**src/rtl/mc_ctrl_pkg.sv**
```systemverilog
// Package mc_ctrl_pkg
//   Shared encodings for the multicycle MIPS controller: FSM state codes,
//   opcode/func constants, ALU control codes and datapath select encodings.
//   Also holds a helper that resolves the conditional branch decision.
package mc_ctrl_pkg;

  typedef logic [2:0] state_t;

  // FSM state encodings (also exported on the debug state port)
  localparam logic [2:0] S_IF  = 3'd0;
  localparam logic [2:0] S_ID  = 3'd1;
  localparam logic [2:0] S_EXE = 3'd2;
  localparam logic [2:0] S_MEM = 3'd3;
  localparam logic [2:0] S_WB  = 3'd4;

  // Opcodes (IR[31:26])
  localparam logic [5:0] OP_RTYPE = 6'b000000;
  localparam logic [5:0] OP_J     = 6'b000010;
  localparam logic [5:0] OP_JAL   = 6'b000011;
  localparam logic [5:0] OP_BEQ   = 6'b000100;
  localparam logic [5:0] OP_BNE   = 6'b000101;
  localparam logic [5:0] OP_ADDI  = 6'b001000;
  localparam logic [5:0] OP_ANDI  = 6'b001100;
  localparam logic [5:0] OP_ORI   = 6'b001101;
  localparam logic [5:0] OP_XORI  = 6'b001110;
  localparam logic [5:0] OP_LUI   = 6'b001111;
  localparam logic [5:0] OP_LW    = 6'b100011;
  localparam logic [5:0] OP_SW    = 6'b101011;

  // R-type func codes (IR[5:0])
  localparam logic [5:0] FUNC_SLL = 6'b000000;
  localparam logic [5:0] FUNC_SRL = 6'b000010;
  localparam logic [5:0] FUNC_SRA = 6'b000011;
  localparam logic [5:0] FUNC_JR  = 6'b001000;
  localparam logic [5:0] FUNC_ADD = 6'b100000;
  localparam logic [5:0] FUNC_SUB = 6'b100010;
  localparam logic [5:0] FUNC_AND = 6'b100100;
  localparam logic [5:0] FUNC_OR  = 6'b100101;
  localparam logic [5:0] FUNC_XOR = 6'b100110;

  // ALU control codes
  localparam logic [3:0] ALUC_ADD   = 4'b0000;
  localparam logic [3:0] ALUC_SUB   = 4'b0100;
  localparam logic [3:0] ALUC_AND   = 4'b0001;
  localparam logic [3:0] ALUC_OR    = 4'b0101;
  localparam logic [3:0] ALUC_XOR   = 4'b0010;
  localparam logic [3:0] ALUC_LUI   = 4'b0110;
  localparam logic [3:0] ALUC_SLL   = 4'b0011;
  localparam logic [3:0] ALUC_SRL   = 4'b0111;
  localparam logic [3:0] ALUC_SRA   = 4'b1111;
  localparam logic [3:0] ALUC_COUNT = 4'b1000;

  // Datapath select encodings
  localparam logic [1:0] PC_SRC_ALU    = 2'b00;
  localparam logic [1:0] PC_SRC_ALUOUT = 2'b01;
  localparam logic [1:0] PC_SRC_JUMP   = 2'b10;
  localparam logic [1:0] PC_SRC_RS     = 2'b11;
  localparam logic [1:0] SRC_A_PC      = 2'b00;
  localparam logic [1:0] SRC_A_RS      = 2'b01;
  localparam logic [1:0] SRC_A_SHAMT   = 2'b10;
  localparam logic [1:0] SRC_B_RT      = 2'b00;
  localparam logic [1:0] SRC_B_FOUR    = 2'b01;
  localparam logic [1:0] SRC_B_IMM     = 2'b10;
  localparam logic [1:0] SRC_B_IMM_SH2 = 2'b11;
  localparam logic [1:0] REG_DST_RT    = 2'b00;
  localparam logic [1:0] REG_DST_RD    = 2'b01;
  localparam logic [1:0] REG_DST_RA    = 2'b10;
  localparam logic [1:0] M2R_ALUOUT    = 2'b00;
  localparam logic [1:0] M2R_MDR       = 2'b01;
  localparam logic [1:0] M2R_PC        = 2'b10;

  // beq takes the branch on a zero difference, bne on a non-zero one
  function automatic logic branch_taken(input logic is_beq, input logic is_zero);
    if (is_beq) begin
      return is_zero;
    end else begin
      return ~is_zero;
    end
  endfunction

endpackage

```
**src/rtl/alu_op_decode.sv**
```systemverilog
// Module alu_op_decode
//   Combinational op/func decoder for the multicycle controller.
//   Ports:
//     op, func  in  6  opcode and function fields of the IR
//     aluc      out 4  ALU control code for the EXE step of this instruction
//     is_rtype  out 1  op is the R-type opcode
//     is_shift  out 1  R-type shift (sll/srl/sra): ALU A operand is shamt
//     legal     out 1  op/func combination is implemented (includes j/jal/jr)
module alu_op_decode
  import mc_ctrl_pkg::*;
#(
  parameter logic [5:0] COUNT_FUNC = 6'b111111
) (
  input  logic [5:0] op,
  input  logic [5:0] func,
  output logic [3:0] aluc,
  output logic       is_rtype,
  output logic       is_shift,
  output logic       legal
);

  // Instruction decode; COUNT_FUNC is checked first because it is a parameter
  always_comb begin
    aluc     = ALUC_ADD;
    is_rtype = 1'b0;
    is_shift = 1'b0;
    legal    = 1'b0;
    case (op)
      OP_RTYPE: begin
        is_rtype = 1'b1;
        if (func == COUNT_FUNC) begin
          aluc  = ALUC_COUNT;
          legal = 1'b1;
        end else begin
          case (func)
            FUNC_ADD: begin aluc = ALUC_ADD; legal = 1'b1; end
            FUNC_SUB: begin aluc = ALUC_SUB; legal = 1'b1; end
            FUNC_AND: begin aluc = ALUC_AND; legal = 1'b1; end
            FUNC_OR:  begin aluc = ALUC_OR;  legal = 1'b1; end
            FUNC_XOR: begin aluc = ALUC_XOR; legal = 1'b1; end
            FUNC_SLL: begin aluc = ALUC_SLL; is_shift = 1'b1; legal = 1'b1; end
            FUNC_SRL: begin aluc = ALUC_SRL; is_shift = 1'b1; legal = 1'b1; end
            FUNC_SRA: begin aluc = ALUC_SRA; is_shift = 1'b1; legal = 1'b1; end
            FUNC_JR:  legal = 1'b1;
            default:  legal = 1'b0;
          endcase
        end
      end
      OP_J, OP_JAL:          legal = 1'b1;
      OP_BEQ, OP_BNE:        begin aluc = ALUC_SUB; legal = 1'b1; end
      OP_ADDI, OP_LW, OP_SW: begin aluc = ALUC_ADD; legal = 1'b1; end
      OP_ANDI:               begin aluc = ALUC_AND; legal = 1'b1; end
      OP_ORI:                begin aluc = ALUC_OR;  legal = 1'b1; end
      OP_XORI:               begin aluc = ALUC_XOR; legal = 1'b1; end
      OP_LUI:                begin aluc = ALUC_LUI; legal = 1'b1; end
      default:               legal = 1'b0;
    endcase
  end

endmodule

```
**src/rtl/mc_control_unit.sv**
```systemverilog
// Module mc_control_unit
//   Multicycle MIPS controller: sequences IF/ID/EXE/MEM/WB, drives ALU
//   control and datapath selects, and handshakes with the unified memory.
//   Ports:
//     clock, reset          rising-edge clock, synchronous active-high reset
//     op, func              IR[31:26], IR[5:0] (stable from ID until next IF)
//     is_zero               ALU result zero flag (combinational)
//     mem_ack               memory completes the current request this cycle
//     mem_req, mem_we, iord memory request, write enable, address select
//     ir_write, pc_write    IR/MDR load and PC load strobes
//     pc_src, alu_src_a, alu_src_b, ext_sign, aluc   datapath/ALU controls
//     reg_write, reg_dst, mem_to_reg                 register write-back controls
//     illegal_op            one-cycle pulse on an undecodable instruction
//     state                 current FSM state (debug)
//   Outputs are decoded from the state register (Mealy on is_zero/mem_ack)
//   and forced to zero while reset is high.
module mc_control_unit
  import mc_ctrl_pkg::*;
#(
  parameter logic [5:0] COUNT_FUNC = 6'b111111
) (
  input  logic       clock,
  input  logic       reset,
  input  logic [5:0] op,
  input  logic [5:0] func,
  input  logic       is_zero,
  input  logic       mem_ack,
  output logic       mem_req,
  output logic       mem_we,
  output logic       iord,
  output logic       ir_write,
  output logic       pc_write,
  output logic [1:0] pc_src,
  output logic [1:0] alu_src_a,
  output logic [1:0] alu_src_b,
  output logic       ext_sign,
  output logic [3:0] aluc,
  output logic       reg_write,
  output logic [1:0] reg_dst,
  output logic [1:0] mem_to_reg,
  output logic       illegal_op,
  output logic [2:0] state
);

  state_t     state_r;
  state_t     next_state_s;
  logic [3:0] aluc_dec_s;
  logic       is_rtype_s;
  logic       is_shift_s;
  logic       legal_s;
  logic       is_jr_s;
  logic       is_lw_s;
  logic       is_sw_s;
  logic       is_addi_s;
  logic       is_beq_s;
  logic       is_bne_s;

  alu_op_decode #(
    .COUNT_FUNC(COUNT_FUNC)
  ) u_alu_op_decode (
    .op      (op),
    .func    (func),
    .aluc    (aluc_dec_s),
    .is_rtype(is_rtype_s),
    .is_shift(is_shift_s),
    .legal   (legal_s)
  );

  assign is_jr_s   = is_rtype_s && (func == FUNC_JR);
  assign is_lw_s   = (op == OP_LW);
  assign is_sw_s   = (op == OP_SW);
  assign is_addi_s = (op == OP_ADDI);
  assign is_beq_s  = (op == OP_BEQ);
  assign is_bne_s  = (op == OP_BNE);
  assign state     = state_r;

  // State register
  always_ff @(posedge clock) begin
    if (reset) begin
      state_r <= S_IF;
    end else begin
      state_r <= next_state_s;
    end
  end

  // Next-state and output decode
  always_comb begin
    next_state_s = S_IF;
    mem_req      = 1'b0;
    mem_we       = 1'b0;
    iord         = 1'b0;
    ir_write     = 1'b0;
    pc_write     = 1'b0;
    pc_src       = PC_SRC_ALU;
    alu_src_a    = SRC_A_PC;
    alu_src_b    = SRC_B_RT;
    ext_sign     = 1'b0;
    aluc         = ALUC_ADD;
    reg_write    = 1'b0;
    reg_dst      = REG_DST_RT;
    mem_to_reg   = M2R_ALUOUT;
    illegal_op   = 1'b0;
    if (reset) begin
      // Everything stays at its zero default; any pending request is dropped
      next_state_s = S_IF;
    end else begin
      case (state_r)
        S_IF: begin
          mem_req   = 1'b1;
          alu_src_a = SRC_A_PC;
          alu_src_b = SRC_B_FOUR;
          if (mem_ack) begin
            ir_write     = 1'b1;
            pc_write     = 1'b1;
            next_state_s = S_ID;
          end else begin
            next_state_s = S_IF;
          end
        end
        S_ID: begin
          // Branch target PC+4+(imm<<2) is computed speculatively into ALUOut
          alu_src_a = SRC_A_PC;
          alu_src_b = SRC_B_IMM_SH2;
          ext_sign  = 1'b1;
          if (!legal_s) begin
            illegal_op   = 1'b1;
            next_state_s = S_IF;
          end else if ((op == OP_J) || (op == OP_JAL)) begin
            pc_write     = 1'b1;
            pc_src       = PC_SRC_JUMP;
            next_state_s = S_IF;
            if (op == OP_JAL) begin
              reg_write  = 1'b1;
              reg_dst    = REG_DST_RA;
              mem_to_reg = M2R_PC;
            end else begin
              reg_write  = 1'b0;
            end
          end else if (is_jr_s) begin
            pc_write     = 1'b1;
            pc_src       = PC_SRC_RS;
            next_state_s = S_IF;
          end else begin
            next_state_s = S_EXE;
          end
        end
        S_EXE: begin
          if (is_rtype_s) begin
            alu_src_a    = is_shift_s ? SRC_A_SHAMT : SRC_A_RS;
            alu_src_b    = SRC_B_RT;
            aluc         = aluc_dec_s;
            next_state_s = S_WB;
          end else if (is_beq_s || is_bne_s) begin
            alu_src_a    = SRC_A_RS;
            alu_src_b    = SRC_B_RT;
            aluc         = ALUC_SUB;
            pc_src       = PC_SRC_ALUOUT;
            pc_write     = branch_taken(is_beq_s, is_zero);
            next_state_s = S_IF;
          end else begin
            // Immediate forms: arithmetic/address sign-extends, logical/lui zero-extends
            alu_src_a    = SRC_A_RS;
            alu_src_b    = SRC_B_IMM;
            ext_sign     = is_addi_s || is_lw_s || is_sw_s;
            aluc         = aluc_dec_s;
            next_state_s = (is_lw_s || is_sw_s) ? S_MEM : S_WB;
          end
        end
        S_MEM: begin
          mem_req = 1'b1;
          iord    = 1'b1;
          mem_we  = is_sw_s;
          if (mem_ack) begin
            next_state_s = is_sw_s ? S_IF : S_WB;
          end else begin
            next_state_s = S_MEM;
          end
        end
        S_WB: begin
          reg_write    = 1'b1;
          reg_dst      = is_rtype_s ? REG_DST_RD : REG_DST_RT;
          mem_to_reg   = is_lw_s ? M2R_MDR : M2R_ALUOUT;
          next_state_s = S_IF;
        end
        default: next_state_s = S_IF;
      endcase
    end
  end

endmodule

```
**config.mk**
```make
export PLATFORM = sky130hd
export DESIGN_NAME = mc_control_unit
export DESIGN_NICKNAME = d
export VERILOG_FILES = /design/src/rtl/mc_ctrl_pkg.sv /design/src/rtl/alu_op_decode.sv /design/src/rtl/mc_control_unit.sv
export SDC_FILE = /design/constraint.sdc
export NUM_CORES = 1
export LEC_CHECK = 0
export BUFFER_PORTS_ARGS = -buffer_cell sky130_fd_sc_hd__buf_2
export CAP_MARGIN = 20
export CORE_MARGIN = 1
export CORE_UTILIZATION = 40
export DETAILED_ROUTE_END_ITERATION = 6
export PLACE_DENSITY = 0.71
export SKIP_LAST_GASP = 1
export SYNTH_ARGS = -nofsm -noshare
export SYNTH_HDL_FRONTEND = slang
export SYNTH_HIERARCHICAL = 1
export SYNTH_SLANG_ARGS = --single-unit
```
**constraint.sdc**
```tcl
create_clock -name clock -period 2.8 [get_ports clock]
set_clock_uncertainty 0.05 [all_clocks]
set_input_delay 0.42 -clock clock [delete_from_list [all_inputs] [get_ports clock]]
set_output_delay 0.42 -clock clock [all_outputs]
set_load 0.02 [all_outputs]
```
* Word-level counts from Yosys, hierarchy flattened
Index checks and enable logic that the tools add are counted.
** Storage, ports and cells
- Bits in registers :: 3
- Logic and storage cells :: 117
** Cells by class
- Multiplexer cells :: 77
- Bitwise logic cells :: 1
- Reduce and logical (&&, ||, !) cells :: 14
- Eq/ne operators :: 24
** Operators with widths (count)
- $eq A6 B6 Y1 const B :: 8
- $mux W2 :: 19
- $mux W1 :: 37
- $eq A6 B4 Y1 const B :: 6
- $pmux W4 S7 :: 1
- $eq A6 B2 Y1 const B :: 4
- $pmux W4 S6 :: 1
- $mux W4 :: 5
- $mux W3 :: 5
- $eq A6 B3 Y1 const B :: 2
- $logic_not A6 Y1 :: 2
- $pmux W2 S2 :: 3
- $pmux W3 S4 :: 1
- $reduce_or A11 Y1 :: 1
- $reduce_or A9 Y1 :: 1
- $eq A3 B2 Y1 const B :: 2
- $pmux W1 S2 :: 3
- $pmux W2 S3 :: 1
- $logic_or A1 B1 Y1 :: 5
- $reduce_or A2 Y1 :: 2
- $eq A3 B1 Y1 const B :: 1
- $eq A3 B3 Y1 const B :: 1
- $logic_not A3 Y1 :: 1
- $pmux W1 S3 :: 1
- 3 further kinds :: 3

* Logic depth before layout (Yosys ltp)
Gate-level depths: netlist (run 1).
- Word-level depth :: 9
- Mapped depth :: 7
- Depth with buffers taken out :: 7

* By module
Netlist (run 1), hierarchy kept.
** By module, submodules not included
- mc_control_unit :: sequential area each 60.1 sq um, cells each 80, area each 545.5 sq um, times used 1
- alu_op_decode :: sequential area each 0.0 sq um, cells each 46, area each 246.5 sq um, times used 1

* Worst setup path before layout (run 1)
Ideal clock, no wire load.
- Path type :: input to output
- Start :: in reset
- End :: out ext_sign
- Data required time :: 2.330 ns
- Arrival time :: 1.811 ns
- Slack :: 0.519 ns
- Stages :: 4
- Path buffers :: 1
- Cell sequence :: clkbuf_1 -> nor4b_4 -> nand2b_1 -> o41ai_1
** On the way
- Longest elaborated chain between the ends :: 1
** RTL lines
- start, declared :: line mc_control_unit.sv:23 : input logic reset,
- $mux W1 :: line mc_control_unit.sv:103 : if (reset) begin
- end, declared :: line mc_control_unit.sv:36 : output logic ext_sign,
Every way passes these cells.

* Worst setup path in the final report (run 1)
- Start :: in op[3]
- End :: out pc_write
** On the way
- Elaborated cells between the ends (all ways) :: 26
** RTL lines
- start, declared :: line mc_control_unit.sv:24 : input logic [5:0] op,
- $eq A6 B6 Y1, or another cell as far along :: line alu_op_decode.sv:28 : case (op)
- $reduce_or A11 Y1 (no source line)
- $pmux W1 S2 (*) :: line alu_op_decode.sv:28
- via legal_s :: line mc_control_unit.sv:50 : logic legal_s;
- $mux W1 (*) :: line mc_control_unit.sv:125 : if (!legal_s) begin
- $pmux W1 S3 (*) :: line mc_control_unit.sv:107 : case (state_r)
- $mux W1 (*) :: line mc_control_unit.sv:103
- end, declared :: line mc_control_unit.sv:32 : output logic pc_write,
Mark *: on every way through the listed nets, which the timed path passes. The rest lies on a longest branch.

==> results of run 1 <==
[worst register-to-register path, cell delays in order, from the launching register on]
cell and delay [ns]:
dfxtp_1 0.54, nor4b_4 0.46, nand2b_1 0.18, o22a_1 0.23
nor2_1 0.09
[worst paths after layout]
check / to / cells past startpoint / from / slack (ns)
hold reg to reg: state[0] / 1 / state[2] / 0.58
setup reg to reg: state[0] / 4 / state[1] / 1.18
setup / recovery: pc_write / 9 / op[3] / 0.32
hold / removal: state[2] / 2 / mem_ack / 0.51
[layout make-up]
type,count,area (um2),area share [%]
well taps,25,31.28,3.056
inverters,5,18.77,1.834
flip-flops and latches,3,60.06,5.868
repair buffers,40,200.2,19.56
clock buffers,4,26.28,2.567
multi-input cells,113,686.9,67.12
[power groups by stage]
stage          combinational, mW  sequential (mW)  clock (mW)
6_report                  0.0968           0.0484      0.0748
5_1_grt                    0.105           0.0488      0.0838
3_3_place_gp              0.0927           0.0488           0
3_5_place_dp              0.0946           0.0489           0
4_1_cts                   0.0950           0.0483      0.0798
2_1_floorplan             0.0560           0.0476           0
[per-layer routing]
| layer | up-vias | part of all wire (%) | global-route usage (%) |
|---|---|---|---|
| li1 | 549 | - | - |
| met1 | 493 | 44 | 33.56 |
| met2 | 53 | 50 | 36.94 |
| met3 | 0 | 6.1 | 3.137 |
| met4 | 0 | 0 | 9.412 |
| met5 | - | 0 | 0 |
[layout by cell type, fill, tap and decap left out, drive strengths merged, types with 2 or more instances in the layout]
| cell | instances |
|---|---|
| buf | 40 |
| nor2 | 20 |
| nand2 | 12 |
| and3 | 11 |
| nor3 | 9 |
| nand3 | 7 |
| inv | 5 |
| a21oi | 5 |
| nor2b | 4 |
| nand2b | 4 |
| o21ai | 4 |
| clkbuf | 4 |
| a31oi | 3 |
| dfxtp | 3 |
| o22ai | 3 |
| nand3b | 2 |
| nand4 | 2 |
| o22a | 2 |
| a32o | 2 |
| a211oi | 2 |
| a211o | 2 |
| nor4b | 2 |
| or3 | 2 |
| nor3b | 2 |
[per-stage QoR]
step	hold slack, ns	instances
floorplan	0.5241	126
global placement	0.5180	186
detailed placement	0.5628	186
CTS	0.4900	190
global route	0.5044	190
finish	0.5085	190
[cells by family after synthesis]
kind of cell | count (synthesis)
compound gates | 32
xor+xnor | 1
buf+inv | 10
flops | 3
simple gates | 80
==> flow_results.org, run 1 <==
** Run status
- Result of the run :: completed

** STA
- Setup tns final :: 0 ns
- Setup repair after global routing left no endpoint under its margin.
- Worst path setup slack after routing :: 0.3246 ns
- Final setup fails :: 0
- Worst slew margin :: between 70% and 80%
- Final count of pins violating max slew :: 0
- Time the worst path needs with I/O delays and setup :: approximately 2.5 ns
- Tcrit/Tclk final :: between 80 and 90%
- For the pin with the worst max-slew slack, the measured transition is ~0.44 ns.
- Maximum clock frequency :: 0.4040 GHz
- Number of failing hold endpoints at the final stage :: 0

** Synthesis
- After synthesis, the netlist uses between 40 and 50 different library cells.
- Synthesis inferred 3 register bits.
- In the synthesized netlist the async set-or-reset flop fraction comes to 0%.
- Synthesis handed over a netlist of between 100 and 150 instances.
- Counting flops with a built-in enable in the synthesized netlist gives 0.
- By count the netlist is led by 20 x nor2_1, 12 x nand2_1, 10 x and3_1, 8 x nor3_1, 7 x nand3_1.
- A synthesized cell averages between 6 and 7 um2.
- Post-synth top area cell :: nor2_1
- Top FF cell, synth :: dfxtp_1
- Syn Nets :: roughly 140
- Share of the synthesized area in the top cell type :: under 10%
- Post-synthesis mux area share :: 0%
- Sequential elements use under 10% of the synthesized area.
- Synthesized-area fraction occupied by ao, oa, aoi and oai cells :: around 29%
- Netlist area before placement :: between 700 and 800 um2
- Combinational family with the most area after synthesis :: simple AND/OR/NAND/NOR gates
- Sorting the synthesized cells by area gives the leading types as nor2_1 9.5%, and3_1 7.9%, dfxtp_1 7.6%, nand2_1 5.7%, nor3_1 5.1%.
- Summing the areas of all xor and xnor instances in the mapped netlist gives roughly 1.1% of the synthesized area.
- Synth Warn # :: 6
- Synthesized-area fraction occupied by adder cells :: 0%
- By instance count, the leading cell after synthesis is nor2_1.
- Post-synthesis simple-gate area fraction :: between 50% and 60%

** Setup path
- CP Max Fanout :: 12
- Maximum single-stage delay on the critical path :: about 0.28 ns
- STA classifies the critical path endpoint as an output port.
- Critical path, cell by cell :: buf_2, or2_0, a211o_1, a31oi_1, a211o_1, and3_1, o21ai_0, a31oi_1, buf_2
- The critical path contains buffers and inverters numbering 2 combined.
- On the critical path, the stage with the largest delay is an instance of a211o_1.
- STA puts the critical path data required time at about 2.3 ns.
- Category of the most critical setup path :: in2out
- Critical path launch point type :: primary input
- The cell family contributing the most delay on the critical path is compound AO/OA/AOI/OAI gates.
- STA puts the critical path data arrival time at around 2 ns.

** Power
- Overall power consumption :: 0.2199 mW
- Cell internal power was estimated by the tool at between 0.1 and 0.15 mW.
- Power Density :: 214.9 mW/mm2
- Power share of the combinational group :: a little over two fifths
- Clk pwr share :: between 30 and 40%
- Switching power of the nets :: around 0.086 mW
- Part of the power in registers :: 22.0%
- Summed over all cells, the static leakage comes to 0.4980 nW.
- Max VDD drop :: between 150 and 200 uV
- In this run switching power makes up between 30% and 40% of total power.

** Floorplan
- Die height :: around 46 um
- Count of pins on the block boundary :: 41
- In this run the standard cell core region covers 0.001783 mm2.
- In this run the core area contains 15 standard-cell rows.
- Die width :: 46.50 um
- The initial utilization of the core area, before any placement, comes to 44.42%.
- The die covers approximately 0.0022 mm2.

** Final layout
- Non-Filler Cell Area, Final :: about 0.0010 mm2
- Total number of nets in the final design :: 182
- Util after Layout :: 57.40%
- Filler cell count in the final layout :: roughly 180
- Number of flip-flops under the largest register name :: 3
- In the final layout, the share of cells above drive strength 1 is between 20 and 30%.
- Ant. Diodes :: 0
- Compared with the post-synthesis result, the final layout area differs by 29.23%.

** GRT
- Pin count of the biggest net entering global routing :: 14
- Antenna violations before repair :: 0
- The total overflow left after global routing is 0.
- Via count of the first global-routing pass :: between 800 and 900
- The first global-routing pass estimated around 3800 um of wire.
- Overall fraction of global-route tracks in use :: between 20 and 25%

** Min path
- Class of the tightest hold or removal check :: in2reg

** Placed design
- Number of buffers inserted by port buffering :: 40
- Post-detailed-placement cell area :: approximately 1000 um2
- Detailed placement HPWL :: approximately 2000 um
- Pre-CTS setup slack :: about 0.34 ns
- RePlAce Congestion :: approximately 0.9

** Route
- In the routed design, unresolved DRC markers number 0.
- In this run, the number of DRC markers left after iteration 0 of detailed routing was just under 80.
- Wirelength per Cell :: approximately 13 um
- The first detailed-routing pass ran for 4 iterations.
- The detail route stage leaves a number of antenna-violating nets equal to 0.
- Dividing the detail-routed via count by the number of cells gives ~5.8.
- The final route contains about 1100 vias.
- Overall routed net length :: 2553 um

** Flow run
- Max Cap Violations :: 0

** Clock network
- Clock-pin slew on the worst setup and hold paths :: roughly 0.040 ns
- Buffers inserted to repair hold after CTS numbered 0.
- After clock tree synthesis, the repair step resized 0 gates.
- In this run, CTS created clock tree buffers numbering 3.
- At the later pin of the worst-skew pair, clock insertion delay measures ~0.23 ns.
- Root buffer cell :: clkbuf_4
- TritonCTS clock tree :: built
- For this design, the sink count on the clock tree is 3.
- Max Buffers Root-to-Sink :: 2
- Once the clock tree was built, the setup fixing pass inserted 0 buffers.
- CTS built an H-tree with a depth of 1.
(Power assumes the default switching activity.)
==> run 2: changes to the inputs <==
--- a/config.mk
+++ b/config.mk
@@ -7,10 +7,11 @@
 export LEC_CHECK = 0
 export BUFFER_PORTS_ARGS = -buffer_cell sky130_fd_sc_hd__buf_2
 export CAP_MARGIN = 20
+export CORE_ASPECT_RATIO = 1.25
 export CORE_MARGIN = 1
 export CORE_UTILIZATION = 40
 export DETAILED_ROUTE_END_ITERATION = 6
-export PLACE_DENSITY = 0.71
+export PLACE_DENSITY = 0.76
 export SKIP_LAST_GASP = 1
 export SYNTH_ARGS = -nofsm -noshare
 export SYNTH_HDL_FRONTEND = slang
==> constraint.sdc (replaced) <==
create_clock -name clock -period 2.4 [get_ports clock]
set_clock_uncertainty 0.05 [all_clocks]
set_input_delay 0.36 -clock clock [delete_from_list [all_inputs] [get_ports clock]]
set_output_delay 0.36 -clock clock [all_outputs]
set_load 0.02 [all_outputs]
==> flow_results.org, run 2 (synthesis gave the netlist of run 1 again) <==
** Route
- Remaining number of nets flagged by the antenna check after routing :: 0
- The first routing iteration left 33 violations.
- DRC violations left :: 0
- In the final routed layout, each cell accounts on average for 13.52 um.
- Overall routed net length :: roughly 2600 um
- After detailed routing, the number of vias per cell comes to ~5.9.
- Detailed-router iteration count before antenna repair :: 4
- For this block, the via count after detailed routing is between 1000 and 1500.

** Power
- The worst-case IR drop observed on VDD is about 340 uV.
- The completed layout was analyzed and its total power is around 0.27 mW.
- Power Density :: approximately 250 mW/mm2
- Summed over all cells, the static leakage comes to 0.5262 nW.

** Final layout
- Measured on the finished design, the core utilization comes to between 50% and 60%.
- Post-layout instance count excluding filler cells :: about 190
- 0 antenna diodes ended up in the layout.
- Area growth, synth to finish :: 36.65%
- The register with the most flip-flops in the layout has 3 of them.
- The filler cells instantiated in the layout total between 150 and 200.
- In the layout the commonest cells are 38 x buf_2, 19 x nor2_1, 12 x nand2_1.
- Total number of nets in the final design :: roughly 190
- The post-route netlist has between 30% and 40% of its cells at a drive strength greater than 1.
- Leaving out fill and tap cells, the most frequent cell in the layout is buf_2.

** Floorplan
- Die height :: slightly above 50 um
- Die width :: approximately 42 um
- For this configuration, the core starts out at a cell density of between 40% and 50%.
- The die covers between 0.002 and 0.0025 mm2.
- Pin placement for this block handled 41 I/O pins.
- The total area inside the core boundary comes to 0.001808 mm2.
- Number of core rows :: 17

** GRT
- Overflow after GRT :: 0
- Via count of the first global-routing pass :: 986
- The number of antenna violations at the first check in global routing was 0.
- In the global route stage, overall resource usage came out at approximately a quarter.
- The first global-routing pass estimated 4222 um of wire.
- Pin count of the biggest net entering global routing :: 14

** STA
- Worst slew margin :: between 70 and 80%
- The number of endpoints with negative hold slack in the final report is 0.
- Across all hold checks on the routed design, the worst slack comes to roughly 0.42 ns.
- Setup tns final :: 0 ns
- Final count of pins violating max slew :: 0
- Setup repair after global routing left no endpoint under its margin.
- The worst path uses between 90% and 100% of the clock period.
- At the pin with the least slew margin, the transition time is 0.4063 ns.
- The routed design could run at a clock period as short as roughly 2.4 ns.
- Final setup fails :: 0
- Maximum clock frequency :: 0.4206 GHz

** Setup path
- CP Max Fanout :: 8
- Data on the critical path is required at its endpoint by 1.99 ns.
- Category of the most critical setup path :: in2out
- STA classifies the critical path endpoint as an output port.
- At the worst endpoint, the arrival time is just under 2 ns.
- Critical path launch point type :: primary input

** Min path
- Class of the tightest hold or removal check :: in2reg

** Placed design
- Input and output buffers added on the ports amount to 40.
- RePlAce Congestion :: 0.8576
- Detailed placement HPWL :: 1960 um
- Count of placed standard cells including taps :: approximately 180

** Clock network
- Max Buffers Root-to-Sink :: 2
- H-tree depth :: 1
- TritonCTS built the clock tree.
- Clock-pin slew on the worst setup and hold paths :: ~0.03 ns
- The number of hold buffers added after CTS was 0.
- Root buffer cell :: clkbuf_4
- Counting the buffers created by CTS gives 3.
- Clock Sinks :: 3
- Insertion delay of the later-clocked pin in the worst-skew pair :: about 0.23 ns

** Run status
- Result of the run :: completed

** Flow run
- Max Cap Violations :: 0
run 2: cell types whose count changed in the layout (fill, tap and decap cells not counted), sizes merged:
cell / previous run / this run
buf: 40 / 45
run 2: path summary, 6_finish.rpt:
| path | startpoint | to | slack, ns | depth (start not counted) |
|---|---|---|---|---|
| min | mem_ack | state[2] | 0.42 | 2 |
| min reg2reg | state[2] | state[0] | 0.55 | 1 |
| max reg2reg | state[0] | state[1] | 0.98 | 4 |
| max | op[3] | pc_write | 0.02 | 9 |
run 2: power by group:
part / total (mW) / internal (mW) / leakage [nW] / switching [mW]
clock: 0.0877 / 0.0623 / 0.0150 / 0.0254
combinational: 0.123 / 0.0499 / 0.487 / 0.0732
sequential: 0.0563 / 0.0516 / 0.0244 / 0.00465
total: 0.267 / 0.164 / 0.526 / 0.103
run 2: layout make-up:
type,instances,area [um2],share of cell area [%]
clock buffers,4,26.28,2.428
multi-input cells,113,703.2,64.97
repair buffers,45,250.2,23.12
well taps,19,23.77,2.197
inverters,5,18.77,1.734
flip-flops and latches,3,60.06,5.549
run 2: worst max-delay path: stages:
cell	delay, ns
buf_6	0.11
or2_0	0.24
a211o_1	0.26
a31oi_1	0.19
a211o_1	0.19
and3_4	0.20
o21ai_2	0.05
a31oi_1	0.18
buf_2	0.19
run 2: per-layer routing:
layer  vias up  wire length [um]  global-route usage (%)
li1        561                 -                       -
met5         -                 0                       0
met2        64              1377                   44.53
met1       494               997                   28.99
met4         0                10                   6.452
met3         2               168                   4.861
run 2: repair_timing:
action                                  4_1_cts  5_1_grt
setup buffers                                 0        2
endpoints found under the setup margin        0        3
resized for setup                             0       11
run 2: metrics by stage:
step,instance area [um2],setup slack [ns]
2_1_floorplan,792.0,0.2214
3_3_place_gp,1012,0.1351
3_5_place_dp,1012,0.03242
4_1_cts,1039,0.03193
5_1_grt,1082,0.001023
6_report,1082,0.02216
==> run 3: changes to the inputs <==
--- a/config.mk
+++ b/config.mk
@@ -8,7 +8,7 @@
 export BUFFER_PORTS_ARGS = -buffer_cell sky130_fd_sc_hd__buf_2
 export CAP_MARGIN = 20
 export CORE_ASPECT_RATIO = 1.25
-export CORE_MARGIN = 1
+export CORE_MARGIN = 2
 export CORE_UTILIZATION = 40
 export DETAILED_ROUTE_END_ITERATION = 6
 export PLACE_DENSITY = 0.76
==> constraint.sdc (replaced) <==
create_clock -name clock -period 2.2 [get_ports clock]
set_clock_uncertainty 0.05 [all_clocks]
set_input_delay 0.33 -clock clock [delete_from_list [all_inputs] [get_ports clock]]
set_output_delay 0.33 -clock clock [all_outputs]
set_load 0.02 [all_outputs]
==> flow_results.org, run 3 (synthesis gave the netlist of run 1 again) <==
** Run status
- The flow ran to the end, and the final reports show no timing, DRC or antenna violations.

** GRT
- In this run the most used layer during global routing was met2.
- Global Route met3 Usage :: 4.362%
- For this run the aggregate overflow at the end of global routing stands at 0.
- The first global-routing pass estimated 4133 um of wire.
- Entering global routing, the biggest net connects 13 pins.
- For met2 alone, demand over resource in global routing was between 40 and 50%.
- The via count of the first global-routing pass came to slightly above 1000.
- Overall fraction of global-route tracks in use :: a little under a quarter
- The number of antenna violations at the first check in global routing was 0.
- For this run, global-route usage on met1 was measured as about a quarter.

** Final layout
- Share of cells above drive strength 1 :: about a third
- Most common cell after layout, fill and taps aside :: buf_2
- Filler cell count in the final layout :: 196
- Once layout is complete, the cells apart from fillers number roughly 190.
- The net count of the finished layout is 190.
- Ant. Diodes :: 0
- The multi-input combinational cells in the finished layout cover a total of slightly above 700 um2.
- Leaving out fill and tap cells, the most frequent cells in the layout are 34 x buf_2, 20 x nor2_1, 12 x nand2_1.
- The sequential cells in the finished layout cover a total of ~60 um2.
- The register with the most flip-flops in the layout has 3 of them.
- The area growth from synthesis to layout is 42.50%.

** Power
- The clock network accounts for about 33% of the total power.
- Net switching is 39.02% of the power.
- Power Density :: roughly 270 mW/mm2
- The analysis attributes to cell leakage a power of 0.5439 nW.
- Switching power of the nets :: between 0.1 and 0.15 mW
- Max VDD drop :: around 300 uV
- The share of total power dissipated in combinational logic is approximately 46%.
- The internal power of the cells totals about 0.18 mW.
- Part of the power in registers :: between 20% and 30%

** Clock network
- TritonCTS built the clock tree.
- The tree is rooted in a clkbuf_4.
- The longest clock path from root to sink contains 2 buffers.
- The number of clock buffers added by TritonCTS is 3.
- Clock Sinks :: 3
- H-tree depth :: 1
- The number of hold buffers added after CTS was 0.
- Insertion delay of the later-clocked pin in the worst-skew pair :: between 0.2 and 0.25 ns
- Post-CTS setup repair buffer count :: 0
- Clock-pin slew on the worst setup and hold paths :: 0.03 ns

** Setup path
- The critical path is of the in2out type.
- Critical path, cell by cell :: buf_8, or2_0, a211o_1, a31oi_1, a211o_1, and3_4, nand3b_1, a21oi_1, buf_4
- STA classifies the critical path endpoint as an output port.
- Count of cells along the worst register-to-register path :: 4
- In this run the worst path has a maximum fanout of 6.
- STA puts the critical path data required time at 1.82 ns.
- The worst setup path is launched from a primary input.
- Endpoint arrival time on the critical path :: between 1.5 and 2 ns
- The slowest stage of the critical path is the a211o_1 cell.
- CP dominant cell by count :: a211o_1
- Maximum single-stage delay on the critical path :: approximately 0.25 ns

** Route
- In the final routed layout, each cell accounts on average for approximately 14 um.
- Overall routed net length :: around 2600 um
- Vias per Instance :: 5.927
- The pre-antenna-repair detailed-routing pass consisted of 4 iterations.
- The detail route stage leaves a number of antenna-violating nets equal to 0.
- Via count :: between 1000 and 1500
- Violation count after the first detailed-route iteration :: 37
- DRC violations left :: 0

** STA
- Tcrit/Tclk final :: between 90 and 100%
- Final setup fails :: 0
- Subtracting the final worst setup slack from the clock period gives roughly 2.2 ns.
- Number of failing hold endpoints at the final stage :: 0
- Setup repair after global routing could not meet its margin everywhere.
- The final-report max-slew violation count was 0.
- Slew at the pin closest to its max-slew limit :: between 0.3 and 0.4 ns
- Measured against its own limit, the worst slew margin works out to between 70 and 80%.
- Static timing analysis puts the maximum clock frequency at 0.4547 GHz.
- Worst path setup slack after routing :: 0.0007004 ns

** Placed design
- RePlAce Congestion :: around 0.86
- Count of placed standard cells including taps :: approximately 190
- At the placement stage, the worst setup path has a slack of approximately 0.031 ns.
- Detailed placement ended at an HPWL of 2058 um.
- Number of buffers inserted by port buffering :: 40

** Floorplan
- The die is roughly 44 um wide.
- Number of core rows :: 18
- Pin placement for this block handled 41 I/O pins.
- Die height :: between 50 and 60 um
- Area of the die :: about 0.0024 mm2
- For this configuration, the core starts out at a cell density of about two fifths.
- Core box area :: 0.001914 mm2

** Min path
- Number of instances on the worst hold path :: 2
- Class of the tightest hold or removal check :: in2reg

** Flow run
- Max-cap violations in this run came to 0.
run 3: worst max-delay path: cells and delay by family:
| kind | cells | cell delay, ns |
|---|---|---|
| buffers and inverters | 2 | 0.27 |
| AND/OR/NAND/NOR | 3 | 0.50 |
| AO/OA/AOI/OAI | 4 | 0.72 |
run 3: power groups by stage:
| stage | Combinational (mW) | Sequential (mW) | Clock, mW |
|---|---|---|---|
| 3_3_place_gp | 0.126 | 0.0621 | 0 |
| 3_5_place_dp | 0.130 | 0.0621 | 0 |
| 2_1_floorplan | 0.0713 | 0.0606 | 0 |
| 4_1_cts | 0.130 | 0.0612 | 0.103 |
| 5_1_grt | 0.152 | 0.0620 | 0.115 |
| 6_report | 0.139 | 0.0613 | 0.100 |
run 3: path summary, 6_finish.rpt:
check / from / endpoint / slack [ns]
setup / recovery: op[3] / pc_src[0] / 0.0007
hold / removal: mem_ack / state[2] / 0.38
setup reg to reg: state[0] / state[1] / 0.76
hold reg to reg: state[2] / state[0] / 0.54
run 3: stage by stage:
stage	util, %	setup TNS [ns]	cell area, um2	hold WS (ns)	power, mW
after global routing	58.95	-0.1389	1129	0.3733	0.3283
final	58.95	0	1129	0.3791	0.2999
after CTS	56.27	0	1077	0.3720	0.2947
after floorplan	-	0	792.0	0.4341	0.1319
after global placement	54.90	0	1051	0.5237	0.1882
after detailed placement	54.90	0	1051	0.5195	0.1921
run 3: final cells by class:
class	instances	area share, %
clock buffers	4	2.328
inverters	5	1.663
multi-input cells	113	62.75
flip-flops and latches	3	5.322
well taps	20	2.217
repair buffers	48	25.72
run 3: what timing repair did:
action,CTS,global route
endpoints found under the hold margin,0,0
resized for setup,0,16
endpoints found under the setup margin,0,4
run 3: per-layer routing:
layer	share of wire (%)	wire length (um)	up-vias
met5	0	0	-
met4	0.99	26	0
met3	6.5	170	5
met2	53	1382	59
met1	40	1052	513
li1	-	-	567
